$ cat src/rtl/alu_pkg.sv
// Shared types and constants for the ALU execute stage: opcode encoding,
// skid-buffer states and the per-instruction result entry.
package alu_pkg;

  localparam int XLEN_DEF = 32;

  typedef enum logic [2:0] {
    ALU_AND     = 3'b000,
    ALU_OR      = 3'b001,
    ALU_ADD     = 3'b010,
    ALU_SUB     = 3'b011,
    ALU_BLT     = 3'b100,
    ALU_BGE     = 3'b101,
    ALU_BEQ     = 3'b110,
    ALU_ILLEGAL = 3'b111
  } alu_code_e;

  typedef enum logic [1:0] {
    BUF_EMPTY = 2'd0,
    BUF_HALF  = 2'd1,
    BUF_FULL  = 2'd2
  } buf_state_e;

  typedef struct packed {
    logic [XLEN_DEF-1:0] result;
    logic                zero;
    logic                taken;
    logic [XLEN_DEF-1:0] target;
    logic [4:0]          rd;
    logic                illegal;
  } alu_entry_t;

endpackage

$ cat src/rtl/alu_core.sv
// Combinational ALU: builds one complete result entry from the alu_control
// code, operands, pc and branch offset.
module alu_core
  import alu_pkg::*;
#(
  parameter int XLEN = XLEN_DEF
) (
  input  logic [2:0]      code,
  input  logic [XLEN-1:0] op_a,
  input  logic [XLEN-1:0] op_b,
  input  logic [XLEN-1:0] pc,
  input  logic [XLEN-1:0] imm,
  input  logic [4:0]      rd,
  output alu_entry_t      entry
);

  logic [XLEN-1:0] diff;
  logic [XLEN-1:0] result;
  logic            taken;
  logic            illegal;

  assign diff = op_a - op_b;

  // Branches reuse the subtractor so out_result carries a - b for them too;
  // an X/Z code falls into default and is reported as illegal.
  always_comb begin
    result  = '0;
    taken   = 1'b0;
    illegal = 1'b0;
    case (alu_code_e'(code))
      ALU_AND: result = op_a & op_b;
      ALU_OR:  result = op_a | op_b;
      ALU_ADD: result = op_a + op_b;
      ALU_SUB: result = diff;
      ALU_BLT: begin
        result = diff;
        taken  = $signed(op_a) < $signed(op_b);
      end
      ALU_BGE: begin
        result = diff;
        taken  = $signed(op_a) >= $signed(op_b);
      end
      ALU_BEQ: begin
        result = diff;
        taken  = (op_a == op_b);
      end
      default: illegal = 1'b1;
    endcase
  end

  always_comb begin
    entry         = '0;
    entry.result  = result;
    entry.zero    = (result == '0);
    entry.taken   = taken;
    entry.target  = pc + imm;
    entry.rd      = rd;
    entry.illegal = illegal;
  end

endmodule

$ cat src/rtl/alu_exec_stage.sv
// ALU execute stage: alu_core feeding a 2-entry skid buffer with valid/ready
// handshakes on both sides; results leave in acceptance order.
//
//   state     | meaning
//   ----------+-----------------------------------------------
//   BUF_EMPTY | no entries held, out_valid low
//   BUF_HALF  | head holds one entry
//   BUF_FULL  | head and tail both hold entries, in_ready low
module alu_exec_stage
  import alu_pkg::*;
#(
  parameter int XLEN = XLEN_DEF
) (
  input  logic            clk,
  input  logic            rst_n,
  input  logic            in_valid,
  output logic            in_ready,
  input  logic [2:0]      in_alu_control,
  input  logic [XLEN-1:0] in_op_a,
  input  logic [XLEN-1:0] in_op_b,
  input  logic [XLEN-1:0] in_pc,
  input  logic [XLEN-1:0] in_imm,
  input  logic [4:0]      in_rd,
  output logic            out_valid,
  input  logic            out_ready,
  output logic [XLEN-1:0] out_result,
  output logic            out_zero,
  output logic            out_branch_taken,
  output logic [XLEN-1:0] out_branch_target,
  output logic [4:0]      out_rd,
  output logic            out_illegal
);

  buf_state_e state_q, state_d;
  alu_entry_t new_entry, head_q, tail_q;
  logic       push, pop;
  logic       load_head_new, load_tail_new, load_head_tail;

  alu_core #(.XLEN(XLEN)) u_core (
    .code  (in_alu_control),
    .op_a  (in_op_a),
    .op_b  (in_op_b),
    .pc    (in_pc),
    .imm   (in_imm),
    .rd    (in_rd),
    .entry (new_entry)
  );

  assign in_ready  = (state_q != BUF_FULL) && rst_n;
  assign out_valid = (state_q != BUF_EMPTY);
  assign push      = in_valid && in_ready;
  assign pop       = out_valid && out_ready;

  always_ff @(posedge clk) begin
    if (!rst_n) state_q <= BUF_EMPTY;
    else        state_q <= state_d;
  end

  always_comb begin
    state_d = state_q;
    case (state_q)
      BUF_EMPTY: if (push) state_d = BUF_HALF;
      BUF_HALF: begin
        if (push && !pop)      state_d = BUF_FULL;
        else if (pop && !push) state_d = BUF_EMPTY;
      end
      BUF_FULL:  if (pop) state_d = BUF_HALF;
      default:   state_d = BUF_EMPTY;
    endcase
  end

  // Head always holds the oldest entry; the tail only fills under backpressure.
  always_comb begin
    load_head_new  = 1'b0;
    load_tail_new  = 1'b0;
    load_head_tail = 1'b0;
    case (state_q)
      BUF_EMPTY: load_head_new = push;
      BUF_HALF: begin
        load_head_new = push && pop;
        load_tail_new = push && !pop;
      end
      BUF_FULL:  load_head_tail = pop;
      default: ;
    endcase
  end

  always_ff @(posedge clk) begin
    if (!rst_n) begin
      head_q <= '0;
      tail_q <= '0;
    end else begin
      if (load_head_new)       head_q <= new_entry;
      else if (load_head_tail) head_q <= tail_q;
      if (load_tail_new)       tail_q <= new_entry;
    end
  end

  assign out_result        = head_q.result;
  assign out_zero          = head_q.zero;
  assign out_branch_taken  = head_q.taken;
  assign out_branch_target = head_q.target;
  assign out_rd            = head_q.rd;
  assign out_illegal       = head_q.illegal;

endmodule
$ cat config.mk
export PLATFORM = sky130hd
export DESIGN_NAME = alu_exec_stage
export DESIGN_NICKNAME = d
export VERILOG_FILES = /design/src/rtl/alu_pkg.sv /design/src/rtl/alu_core.sv /design/src/rtl/alu_exec_stage.sv
export SDC_FILE = /design/constraint.sdc
export NUM_CORES = 1
export LEC_CHECK = 0
export ABC_AREA = 1
export BUFFER_PORTS_ARGS = -buffer_cell sky130_fd_sc_hd__buf_2
export CORE_MARGIN = 2
export CORE_UTILIZATION = 54
export CTS_CLUSTER_DIAMETER = 120
export DETAILED_ROUTE_END_ITERATION = 8
export GPL_TIMING_DRIVEN = 0
export PLACE_DENSITY = 0.79
export SKIP_LAST_GASP = 1
export SYNTH_ARGS = -nofsm -noshare
export SYNTH_HDL_FRONTEND = slang
export SYNTH_HIERARCHICAL = 1
export SYNTH_SLANG_ARGS = --single-unit
$ cat constraint.sdc
create_clock -name clk -period 2.3 [get_ports clk]
set_input_delay 0.115 -clock clk [delete_from_list [all_inputs] [get_ports clk]]
set_output_delay 0.115 -clock clk [all_outputs]
set_load 0.005 [all_outputs]
==> summary.md <==
| Metric | Value |
|---|---|
| Pwr/cell area | `509 nW/µm²` |
| Layout cells sized above 1 | `27.7%` |
| Via count | `18.1k` |
| Ports | `214` |
| Levels on crit path | `22` |
| Antenna violations before repair | `1` |
| Seq/Total Area, Yosys | `19.4%` |
| Mapped Cells | `2563` |
| Cell row count | `a little over 60` |
| Hold Crit Depth | `3` |
| Logic pwr share | `43.9%` |
| Critical Path, Cell by Cell | `buf_2, inv_1, ha_4, buf_6, o21ai_0, a21oi_1, nand2_4, inv_2, nand2_1, nand2_1, nor2_1, nor2_2, nand2_2, nor2_4, nand3_4, nor2_4, nand2_4, nor2_4, inv_1, nand2_1, nand2_1, a21oi_2` |
| CTS max path bufs | `2` |
| Final hold vios | `0` |
| Worst Clk Skew | `0.0125 ns` |
| Port Buffer Count | `207` |
| Post-DRT Antenna Nets | `0` |
| Most common cell after layout, fill and taps aside | `nand2_1` |
| FF-to-FF Start | `state_q[0]` |
| 1st-iter DRT viols | `1815` |
| Core box area | `27600 µm²` |
| Root Driver | `clkbuf_16` |
| Worst Path Required | `2.68 ns` |
| Crit-path slowest cell | `a21oi_1` |
| Full die area | `29300 µm²` |
| Failing checks | `negative setup slack` |
| NetSw | `4.21 mW` |
| DRC violations left | `0` |
| Worst setup SP type | `input port` |
| Area contributors post-synth | `dfxtp_1 (19%), nand2_1 (17%), inv_1 (12%), ha_1 (11%), a21oi_1 (7.5%)` |
| Final total power | `9.99 mW` |
| Die height | `about 170 µm` |
| Period utilization | `101%` |
| Syn_area_per_cell | `5.89 µm²` |
| Hold_sp | `in_rd[2]` |
| Status | `finished, violations left` |
| Switch share | `42.1%` |
| Area Overhead vs Synth | `30.1%` |
| Max incr delay on CP | `0.29 ns` |
| Commonest cells after routing, fill and taps aside | `nand2_1 (568), inv_1 (435), buf_2 (228), a21oi_1 (196)` |
| Crit Path Max Fanout | `8` |
| WS Path Type | `input port to register` |
| Share of the synthesized area in the top cell type | `19.4%` |
| Clock sinks | `146` |
| Post-DP HPWL | `44.4 mm` |
| Clk Latency, worst-skew pair | `0.44 ns` |
| Setup repair after global routing missed its margin | `yes` |
| Setup TNS Final | `-0.0213 ns` |
| Post-DR wirelength/cell | `17.8 µm` |
| Die X | `171 µm` |
| Worst r2r path cells | `9` |
| Final setup viols | `1` |
| VDD IR-drop max | `~0.44 mV` |
| Worst min path class | `input port to register` |
| CP Capture Type | `register` |
| Cell-internal power | `5.78 mW` |
| WP buf/inv | `5` |
| Vias in the first global route | `approximately 16k` |
| Final Critical Period | `2.32 ns` |
| Cell Area, Synth | `15100 µm²` |
| Layout net count | `3140` |
| GRT Util Overall | `36.6%` |
| Placer congestion estimate | `1.04` |
| Largest net degree at the start of global routing | `17` |
| CTS H-Tree Depth | `4` |
| Initial Utilization | `54.6%` |
| CTS tree | `built` |
| Detailed-router iteration count before antenna repair | `6` |
| Max cap viols | `0` |
| CP delay by family, top | `simple AND/OR/NAND/NOR gates` |
| Syn. warnings | `6` |
| First-pass GRT wire length | `84.4 mm` |
| CP startpoint | `in_op_a[5]` |
| Yosys top cell by area | `dfxtp_1` |
| Crit path arrival time | `around 2.7 ns` |
| Slew Viols, Final | `0` |
| Drt total wl | `57.8 mm` |
| Worst path most repeated cell | `nand2_1` |
| Max-slew headroom | `between 40% and 50%` |
| Overflow left after global routing | `0` |
| Vias per inst | `approximately 5.6` |
| Maximum clock rate | `431 MHz` |
| Worst-Margin Slew | `0.762 ns` |
| Clock power frac | `between 20% and 30%` |
| Yosys cell types | `46` |
| Sequential share of power | `28.4%` |
| #FFs+latches synth | `~150` |
| Total CTS buffers | `17` |
| Worst-path clk slew | `roughly 0.080 ns` |
| Leakage power | `roughly 10 nW` |
| Worst setup margin | `-0.0213 ns` |
| Syn_nets | `2843` |
[per-stage QoR]
step / setup slack (ns) / cell area, µm² / cells / util (%) / hold WS [ns]
global route: -0.134 / 19600 / 3252 / 71.1 / 0.0351
detailed placement: -0.934 / 16600 / 3148 / 60.1 / 0.430
global placement: -0.903 / 16600 / 3148 / 60.1 / 0.418
CTS: 0.000475 / 17700 / 3194 / 64.0 / 0.000563
finish: -0.0213 / 19600 / 3252 / 71.1 / 0.000731
floorplan: 0.0869 / 15100 / 2563 / - / 0.292
[sequential cells by signal, indices dropped and copies added, names as in the netlist]
register,cells
out_branch_target,32
out_illegal,1
tail_q,72
state_q,2
out_zero,1
out_rd,5
out_branch_taken,1
out_result,32
[synthesized netlist by cell type, drive strengths merged]
library cell and count:
a21o 4, a21oi 234, a221oi 2, a31oi 8, a41oi 1, and2 1
and3 1, buf 78, clkbuf 41, clkinv 1, dfxtp 146, fa 3
ha 137, inv 499, nand2 689, nand3 217, nand3b 9, nand4 20
nor2 167, nor3 13, nor4 4, o2111ai 1, o211ai 6, o21a 3
o21ai 208, o21bai 12, o22ai 26, or2 1, xnor2 10, xor2 21
[logic make-up after synthesis]
family / Yosys count / synth area share [%]
AO/OA/AOI/OAI: 505 / 17.8
adder cells (fa/ha/maj): 140 / 11.8
XOR/XNOR: 31 / 1.80
buffers and inverters: 619 / 17.0
AND/OR/NAND/NOR: 1122 / 32.3
flip-flops: 146 / 19.4
[layer usage]
layer  vias to the layer above  wire, µm  track usage, %
met5                         -         0               0
met4                         0      2460            12.6
met3                       190      4560            4.72
met2                       985     26700            62.5
met1                      8272     24000            47.6
li1                       8666         -               -
[power groups by stage]
stage               Combinational (mW)  Sequential [mW]  Clock (mW)
floorplan                         2.26             2.89           0
global placement                  3.30             2.88           0
detailed placement                3.36             2.90           0
CTS                               3.55             2.84        2.76
global route                      4.74             2.86        2.85
finish                            4.38             2.84        2.77
[worst paths after layout]
path	end	slack, ns
setup / recovery	out_zero	-0.02
hold / removal	tail_q[3]	0.0007
setup reg to reg	tail_q[4]	0.17
hold reg to reg	tail_q[35]	0.45
[worst min-delay path, cell delays in order]
cell and delay [ns]:
buf_4 0.09, o21ai_0 0.07, a21oi_1 0.12
[final cells by class]
| class | count | area, µm² |
|---|---|---|
| Clock inverter | 14 | 135 |
| Antenna cell | 1 | 2.50 |
| Inverter | 500 | 1890 |
| Timing Repair Buffer | 280 | 1620 |
| Fill cell | 2489 | 7990 |
| Buffer | 117 | 787 |
| Clock buffer | 18 | 439 |
| Multi-Input combinational cell | 1798 | 11400 |
| Tap cell | 378 | 473 |
| Sequential cell | 146 | 2920 |
[repair_timing]
item | 4_1_cts | 5_1_grt
resized for setup | 103 | 421
buffers inserted | 11 | 56
hold endpoints to repair | 3 | 0
cloned | 0 | 3
setup endpoints to repair | 6 | 68
hold buffers | 3 | 0
pin swaps | 24 | 131
Power figures use the tool's default switching activity.
